===== src/rtl/sa_tile_engine.sv =====
// sa_tile_engine: weight-stationary ROWS x COLS systolic tile.
// Weights are loaded one row per beat. Activation vectors enter skewed by row,
// flow east through the PEs while partial sums flow south, and are deskewed per
// column. Each result appears ROWS+COLS cycles after its vector was accepted.
// Build option: define SA_TILE_SAT_EN to make every PE add saturate instead of wrap.
//
// state     | meaning
// ----------+-------------------------------------------------------------
// S_IDLE    | waiting for i_start (ignored during the o_done cycle)
// S_LOAD    | accepting ROWS weight beats, beat k goes to PE row k
// S_COMPUTE | accepting activation vectors until the latched length is reached
// S_DRAIN   | down-counting ROWS+COLS cycles so in-flight results leave the array
module sa_tile_engine #(
  parameter int ROWS   = 4,
  parameter int COLS   = 4,
  parameter int DATA_W = 8,
  parameter int ACC_W  = 32
) (
  input  logic                     i_clk,
  input  logic                     i_rst,
  input  logic                     i_start,
  input  logic [15:0]              i_len,
  input  logic                     i_w_valid,
  input  logic [COLS*DATA_W-1:0]   i_w_data,
  output logic                     o_w_ready,
  input  logic                     i_x_valid,
  input  logic [ROWS*DATA_W-1:0]   i_x_data,
  output logic                     o_x_ready,
  output logic                     o_y_valid,
  output logic [COLS*ACC_W-1:0]    o_y_data,
  output logic                     o_busy,
  output logic                     o_done
);

  localparam int LAT = ROWS + COLS;
  localparam int WCW = (ROWS > 1) ? $clog2(ROWS) : 1;
  localparam int DCW = $clog2(LAT);

  typedef enum logic [1:0] {
    S_IDLE    = 2'd0,
    S_LOAD    = 2'd1,
    S_COMPUTE = 2'd2,
    S_DRAIN   = 2'd3
  } state_t;

  state_t           state_q, state_d;
  logic [15:0]      len_q, len_d;
  logic [WCW-1:0]   w_cnt_q, w_cnt_d;
  logic [15:0]      x_cnt_q, x_cnt_d;
  logic [DCW-1:0]   dr_cnt_q, dr_cnt_d;
  logic             w_ready_q, w_ready_d;
  logic             x_ready_q, x_ready_d;
  logic             busy_q, busy_d;
  logic             done_q, done_d;

  logic             w_acc;
  logic             x_acc;

  logic [DATA_W-1:0] w_q  [ROWS][COLS];
  logic [DATA_W-1:0] w_d  [ROWS][COLS];
  logic [DATA_W-1:0] sk_q [ROWS][ROWS];
  logic [DATA_W-1:0] sk_d [ROWS][ROWS];
  logic [DATA_W-1:0] a_q  [ROWS][COLS];
  logic [DATA_W-1:0] a_d  [ROWS][COLS];
  logic [ACC_W-1:0]  ps_q [ROWS][COLS];
  logic [ACC_W-1:0]  ps_d [ROWS][COLS];
  logic [ACC_W-1:0]  dq_q [COLS][COLS];
  logic [ACC_W-1:0]  dq_d [COLS][COLS];
  logic [DATA_W-1:0] ain  [ROWS][COLS];
  logic [ACC_W-1:0]  pn   [ROWS][COLS];
  logic [LAT-1:0]    vp_q, vp_d;
  logic              y_valid_q, y_valid_d;

  assign w_acc = w_ready_q & i_w_valid;
  assign x_acc = x_ready_q & i_x_valid;

  // One PE step: signed product sign-extended to ACC_W and added to the north sum.
  function automatic logic [ACC_W-1:0] mac(input logic [ACC_W-1:0]  psum,
                                           input logic [DATA_W-1:0] act,
                                           input logic [DATA_W-1:0] wgt);
    logic signed [2*DATA_W-1:0] prod;
    logic signed [ACC_W-1:0]    prod_ext;
`ifdef SA_TILE_SAT_EN
    logic signed [ACC_W:0]      sum_w;
`endif
    prod     = (2*DATA_W)'($signed(act)) * (2*DATA_W)'($signed(wgt));
    prod_ext = ACC_W'(prod);
`ifdef SA_TILE_SAT_EN
    sum_w = (ACC_W+1)'($signed(psum)) + (ACC_W+1)'(prod_ext);
    if (sum_w[ACC_W] != sum_w[ACC_W-1]) begin
      mac = sum_w[ACC_W] ? {1'b1, {(ACC_W-1){1'b0}}} : {1'b0, {(ACC_W-1){1'b1}}};
    end else begin
      mac = sum_w[ACC_W-1:0];
    end
`else
    mac = psum + prod_ext;
`endif
  endfunction

  // Next-state, counters and registered handshake/status outputs.
  always_comb begin
    state_d  = state_q;
    len_d    = len_q;
    w_cnt_d  = w_cnt_q;
    x_cnt_d  = x_cnt_q;
    dr_cnt_d = dr_cnt_q;
    done_d   = 1'b0;
    case (state_q)
      S_IDLE: begin
        // o_done is high only in the first IDLE cycle; a start there is dropped
        if (i_start && !done_q) begin
          state_d = S_LOAD;
          len_d   = i_len;
          w_cnt_d = '0;
          x_cnt_d = '0;
        end
      end
      S_LOAD: begin
        if (w_acc) begin
          if (w_cnt_q == WCW'(ROWS-1)) begin
            if (len_q != 16'd0) begin
              state_d = S_COMPUTE;
            end else begin
              state_d  = S_DRAIN;
              dr_cnt_d = DCW'(LAT-1);
            end
          end else begin
            w_cnt_d = w_cnt_q + 1'b1;
          end
        end
      end
      S_COMPUTE: begin
        if (x_acc) begin
          x_cnt_d = x_cnt_q + 16'd1;
          if (x_cnt_d == len_q) begin
            state_d  = S_DRAIN;
            dr_cnt_d = DCW'(LAT-1);
          end
        end
      end
      S_DRAIN: begin
        if (dr_cnt_q == '0) begin
          state_d = S_IDLE;
          done_d  = 1'b1;
        end else begin
          dr_cnt_d = dr_cnt_q - 1'b1;
        end
      end
      default: state_d = S_IDLE;
    endcase
    w_ready_d = (state_d == S_LOAD);
    x_ready_d = (state_d == S_COMPUTE) && (x_cnt_d < len_d);
    busy_d    = (state_d != S_IDLE);
  end

  // Control register update with synchronous reset.
  always_ff @(posedge i_clk) begin
    if (i_rst) begin
      state_q   <= S_IDLE;
      len_q     <= '0;
      w_cnt_q   <= '0;
      x_cnt_q   <= '0;
      dr_cnt_q  <= '0;
      w_ready_q <= 1'b0;
      x_ready_q <= 1'b0;
      busy_q    <= 1'b0;
      done_q    <= 1'b0;
    end else begin
      state_q   <= state_d;
      len_q     <= len_d;
      w_cnt_q   <= w_cnt_d;
      x_cnt_q   <= x_cnt_d;
      dr_cnt_q  <= dr_cnt_d;
      w_ready_q <= w_ready_d;
      x_ready_q <= x_ready_d;
      busy_q    <= busy_d;
      done_q    <= done_d;
    end
  end

  // Weight write, input skew, PE mesh, output deskew and valid pipeline.
  always_comb begin
    w_d  = w_q;
    sk_d = sk_q;
    a_d  = a_q;
    ps_d = ps_q;
    dq_d = dq_q;
    ain  = '{default: '0};
    pn   = '{default: '0};
    for (int i = 0; i < ROWS; i++) begin
      for (int j = 0; j < COLS; j++) begin
        if (w_acc && (w_cnt_q == WCW'(i))) begin
          w_d[i][j] = i_w_data[(COLS-1-j)*DATA_W +: DATA_W];
        end
      end
    end
    // Bubbles enter as zero activations; the valid pipe marks them invalid.
    for (int i = 0; i < ROWS; i++) begin
      sk_d[i][0] = x_acc ? i_x_data[(ROWS-1-i)*DATA_W +: DATA_W] : '0;
      for (int k = 1; k < ROWS; k++) begin
        sk_d[i][k] = sk_q[i][k-1];
      end
    end
    for (int i = 0; i < ROWS; i++) begin
      ain[i][0] = sk_q[i][i];
      for (int j = 1; j < COLS; j++) begin
        ain[i][j] = a_q[i][j-1];
      end
    end
    for (int j = 0; j < COLS; j++) begin
      pn[0][j] = '0;
      for (int i = 1; i < ROWS; i++) begin
        pn[i][j] = ps_q[i-1][j];
      end
    end
    for (int i = 0; i < ROWS; i++) begin
      for (int j = 0; j < COLS; j++) begin
        a_d[i][j]  = ain[i][j];
        ps_d[i][j] = mac(pn[i][j], ain[i][j], w_q[i][j]);
      end
    end
    // Column j waits COLS-1-j extra cycles; its last stage doubles as the
    // output register and is zeroed when no valid result lands there.
    for (int j = 0; j < COLS; j++) begin
      dq_d[j][0] = ps_q[ROWS-1][j];
      for (int k = 1; k < COLS; k++) begin
        dq_d[j][k] = dq_q[j][k-1];
      end
      dq_d[j][COLS-1-j] = vp_q[LAT-1] ? dq_d[j][COLS-1-j] : '0;
    end
    vp_d      = {vp_q[LAT-2:0], x_acc};
    y_valid_d = vp_q[LAT-1];
  end

  // Datapath register update with synchronous reset.
  always_ff @(posedge i_clk) begin
    if (i_rst) begin
      w_q       <= '{default: '0};
      sk_q      <= '{default: '0};
      a_q       <= '{default: '0};
      ps_q      <= '{default: '0};
      dq_q      <= '{default: '0};
      vp_q      <= '0;
      y_valid_q <= 1'b0;
    end else begin
      w_q       <= w_d;
      sk_q      <= sk_d;
      a_q       <= a_d;
      ps_q      <= ps_d;
      dq_q      <= dq_d;
      vp_q      <= vp_d;
      y_valid_q <= y_valid_d;
    end
  end

  // Result vector gathered from the final deskew stage of each column.
  always_comb begin
    o_y_data = '0;
    for (int j = 0; j < COLS; j++) begin
      o_y_data[(COLS-1-j)*ACC_W +: ACC_W] = dq_q[j][COLS-1-j];
    end
  end

  assign o_w_ready = w_ready_q;
  assign o_x_ready = x_ready_q;
  assign o_y_valid = y_valid_q;
  assign o_busy    = busy_q;
  assign o_done    = done_q;

endmodule


===== config.mk =====
export PLATFORM = sky130hd
export DESIGN_NAME = sa_tile_engine
export DESIGN_NICKNAME = d
export VERILOG_FILES = /design/src/rtl/sa_tile_engine.sv
export SDC_FILE = /design/constraint.sdc
export NUM_CORES = 2
export LEC_CHECK = 0
export CORE_ASPECT_RATIO = 2
export CORE_MARGIN = 1
export CORE_UTILIZATION = 50
export DETAILED_ROUTE_END_ITERATION = 8
export HOLD_SLACK_MARGIN = 0.08
export MAX_ROUTING_LAYER = met4
export PLACE_DENSITY = 0.67
export SLEW_MARGIN = 20
export SYNTH_ARGS = -nofsm -noshare
export SYNTH_HDL_FRONTEND = slang
export SYNTH_SLANG_ARGS = --single-unit
export TNS_END_PERCENT = 50

===== constraint.sdc =====
create_clock -name i_clk -period 8.3 [get_ports i_clk]
set_input_delay 1.66 -clock i_clk [delete_from_list [all_inputs] [get_ports i_clk]]
set_output_delay 1.66 -clock i_clk [all_outputs]
set_load 0.02 [all_outputs]

==> flow_metrics.py <==
metrics = {
    "power_and_ir_drop": {
        "p_total_mw": 10.4,
        "vdd_ir_drop_max_uv": 157,
        "combPwrFrac_pct": 3.6,
        "p_sw_mw": 2.41,
        "netSwitchingFraction_pct": 23.3,
        "p_clk_share_pct": 46.5,
        "power_density_nw_per_um2": 118,
        "power.internal_mw": 7.95,
        "p_leak_nw": 41.2,
        "p_seq_share_pct": 49.9,
    },
    "routing": {
        "num_vias": 54700,
        "drt-pass1-iter-count": 6,
        "totalWireLength_um": 176000,
        "wl_per_cell_um": 16.3,
        "drt_iter0_markers": 1965,
        "via_per_inst": 5.06,
        "drcViolationCount": 0,
        "ant_nets": 0,
    },
    "sta": {
        "worstMarginPinSlew_ps": 1010,
        "min_period_over_period_pct": 92.5,
        "report.final.slew_viol_count": 0,
        "setup_tns_ps": 0,
        "setup_ws_ps": 621,
        "max_freq_mhz": 130,
        "final.min_clock_period_ps": 7680,
        "finalHoldViolations": 0,
        "grt_setup_unrepaired": "no",
        "setup_viol": 0,
        "relSlewSlack_pct": 32.5,
        "skew_ps": 43.0,
    },
    "die": {
        "num_rows": 208,
        "fp.dieArea_um2": 164000,
        "start_util_pct": 50.5,
        "num_io_pins": 218,
        "core_area_um2": 161000,
        "die_x_um": 287,
        "die_h_um": 572,
    },
    "yosys": {
        "synthMuxAreaShare_pct": 0.431,
        "synth_simple_gate_area_share_pct": 17.4,
        "synth-edff-count": 0,
        "ys_seq_elements": 1064,
        "synth.distinct_cells": 79,
        "ys_seq_area_share_pct": 26.2,
        "synth.most_common_cell": "inv_1",
        "synthesis.nets": 10400,
        "synth_compound_area_share_pct": 7.31,
        "synthTopCellsByArea": "dfxtp_1 (26%), fa_1 (24%), ha_1 (11%), inv_1 (6.5%), and2_1 (6.0%)",
        "yosys.area_share.adder_pct": 35.2,
        "synth_ff_type": "dfxtp_1",
        "yosys_warnings": 0,
        "synth_top_family_by_area": "adder cells",
        "synth-xor-area-share_pct": 4.70,
        "synth_top_area_cell": "dfxtp_1",
        "synth_top_area_share_pct": 26.2,
        "synthesis.area_um2": 81200,
        "synth_common_cells": "inv_1 (1399), dfxtp_1 (1064), fa_1 (972), and2_1 (782), ha_1 (730)",
        "synth_cells": 8647,
        "async_flop_share_pct": 0,
        "syn_avg_cell_area_um2": 9.39,
    },
    "critical_path": {
        "crit_family": "compound AO/OA/AOI/OAI gates",
        "cp-end-kind": "flop",
        "critPathSlowestCell": "fa_1",
        "cp.buffers_inverters": 4,
        "arrival_ps": 8230,
        "crit_type": "flop to flop",
        "cp-start-kind": "flop",
        "cpPeakStageDelay_ps": 530,
        "crit_fanout": 9,
        "critPathRequiredTime_ps": 8850,
    },
    "layout": {
        "drive_gt1_share_pct": 2.77,
        "seq_area_um2": 21300,
        "syn_to_final_growth_pct": 8.29,
        "final_util_pct": 54.7,
        "num-fill-cells": 14600,
        "nNetsFinal": 10400,
        "final_cell_count_no_fill": 10800,
        "multi_input_area_um2": 52900,
    },
    "job": {
        "cap_viol_max_count": 0,
    },
    "placed_design": {
        "hpwlAfterDp_um": 147000,
        "portBuffers": 217,
        "placedCellCount": 10600,
        "pre_cts_slack_ps": 442,
        "place.gp.congestion": 0.914,
    },
    "clocking": {
        "cts_tree": "done",
        "hold_buffers": 0,
        "cts_setup_buffers": 0,
        "cts_sinks": 1064,
        "ctsHtreeMaxLevel": 3,
        "cts-root-buf": "clkbuf_16",
        "clkLatencyLatePin_ps": 730,
        "ctsResizeCount": 0,
        "cts_buffer_depth": 3,
        "clkSlewWorstSetupHoldPaths_ps": 70,
        "numCtsBuffers": 97,
    },
    "outcome": {
        "status": "completed",
    },
    "global_route": {
        "grt_pass1_vias": 59000,
        "grt_pass1_wl_um": 293000,
        "grt_remaining_overflow": 0,
        "antenna_found_initial": 5,
        "grt.total_usage_pct": 22.7,
        "grt_start_max_net_pins": 170,
    },
    "hold_path": {
        "hold_path_class": "flop to flop",
    },
}
==> layer usage <==
layer  up-vias  global-route usage (%)  part of all wire, %
met1     27000                    22.9                   37
met2       766                    44.4                   56
li1      26600                       -                    -
met5         -                       -                    0
met3       324                    2.11                  2.5
met4         0                    8.62                  3.7
==> area by class of cell <==
class	count	area share [%]
sequential	1064	24.2
timing repair buffer	245	2.76
multi-input combinational	5825	60.1
antenna	5	0.0142
inverter	1400	5.97
clock inverter	62	0.969
clock buffer	115	2.97
tap	2100	2.99
==> through the flow <==
stage	hold slack (ps)	cell area [µm²]
after detailed placement	412	84500
after global routing	439	88000
final	419	88000
after floorplan	406	81200
after CTS	420	87900
after global placement	410	84500
==> registers in the layout, indices dropped and copies added, names as in the netlist, 32 cells and up <==
register,flops
a_d,128
sk_d,48
ps_q,32
dq_q,96
dq_d,192
pn,260
o_y_data,128
w_q,128
==> power by group through the flow <==
stage                     Clock [mW]  Combinational [mW]  Sequential [mW]
after floorplan                    0               0.239             5.27
after global placement             0               0.365             5.29
after detailed placement           0               0.373             5.29
after CTS                       4.99               0.375             5.17
after global routing            5.17               0.412             5.17
final                           4.83               0.368             5.17
==> cell usage in the layout (no fill, tap or decap), drive strengths merged, types with 11 or more instances in the layout <==
cell / n
nor4: 11
a211oi: 25
nor2: 432
xor2: 114
o41a: 13
dfxtp: 1064
buf: 29
fa: 972
o21a: 38
clkinv: 30
and2: 783
bufinv: 12
o21bai: 61
nand2: 676
a31oi: 12
inv: 1412
a21oi: 377
mux2i: 17
o21ai: 152
ha: 730
o31ai: 14
mux2: 16
a311oi: 32
clkbuf: 115
nand3: 36
and3: 29
clkdlybuf4s50: 216
nand2b: 100
nor2b: 510
or3: 19
o41ai: 23
nor3: 92
xnor2: 322
a21o: 103
==> path summary, 6_finish.rpt <==
path	end	slack, ps	startpoint	cells after the start
setup / recovery	dq_d[509]	620	a_d[30]	25
setup reg to reg	dq_d[509]	620	a_d[30]	25
hold reg to reg	dq_d[347]	420	dq_d[379]	1
hold / removal	dq_d[347]	420	dq_d[379]	1
==> worst reg2reg max path, delay by kind of cell (launching register included) <==
kind,cells,cell delay [ps]
and+or+nand+nor,4,670
xor gates and xnor gates,2,560
DFF,1,420
adders and majority gates,6,2690
AOI/OAI and AO/OA,9,2980
buffers and inverters,4,200
==> cells by family (layout without fill, tap and decap cells) <==
kind of cell	count (synthesis)	after routing
AND/OR/NAND/NOR	2722	2722
adder cells (fa/ha/maj)	1702	1702
flip-flops	1064	1064
other	0	5
AO/OA/AOI/OAI	932	932
multiplexers	33	33
XOR/XNOR	436	436
buffers and inverters	1758	1822
Note: power is estimated with default switching activity, not from simulation.
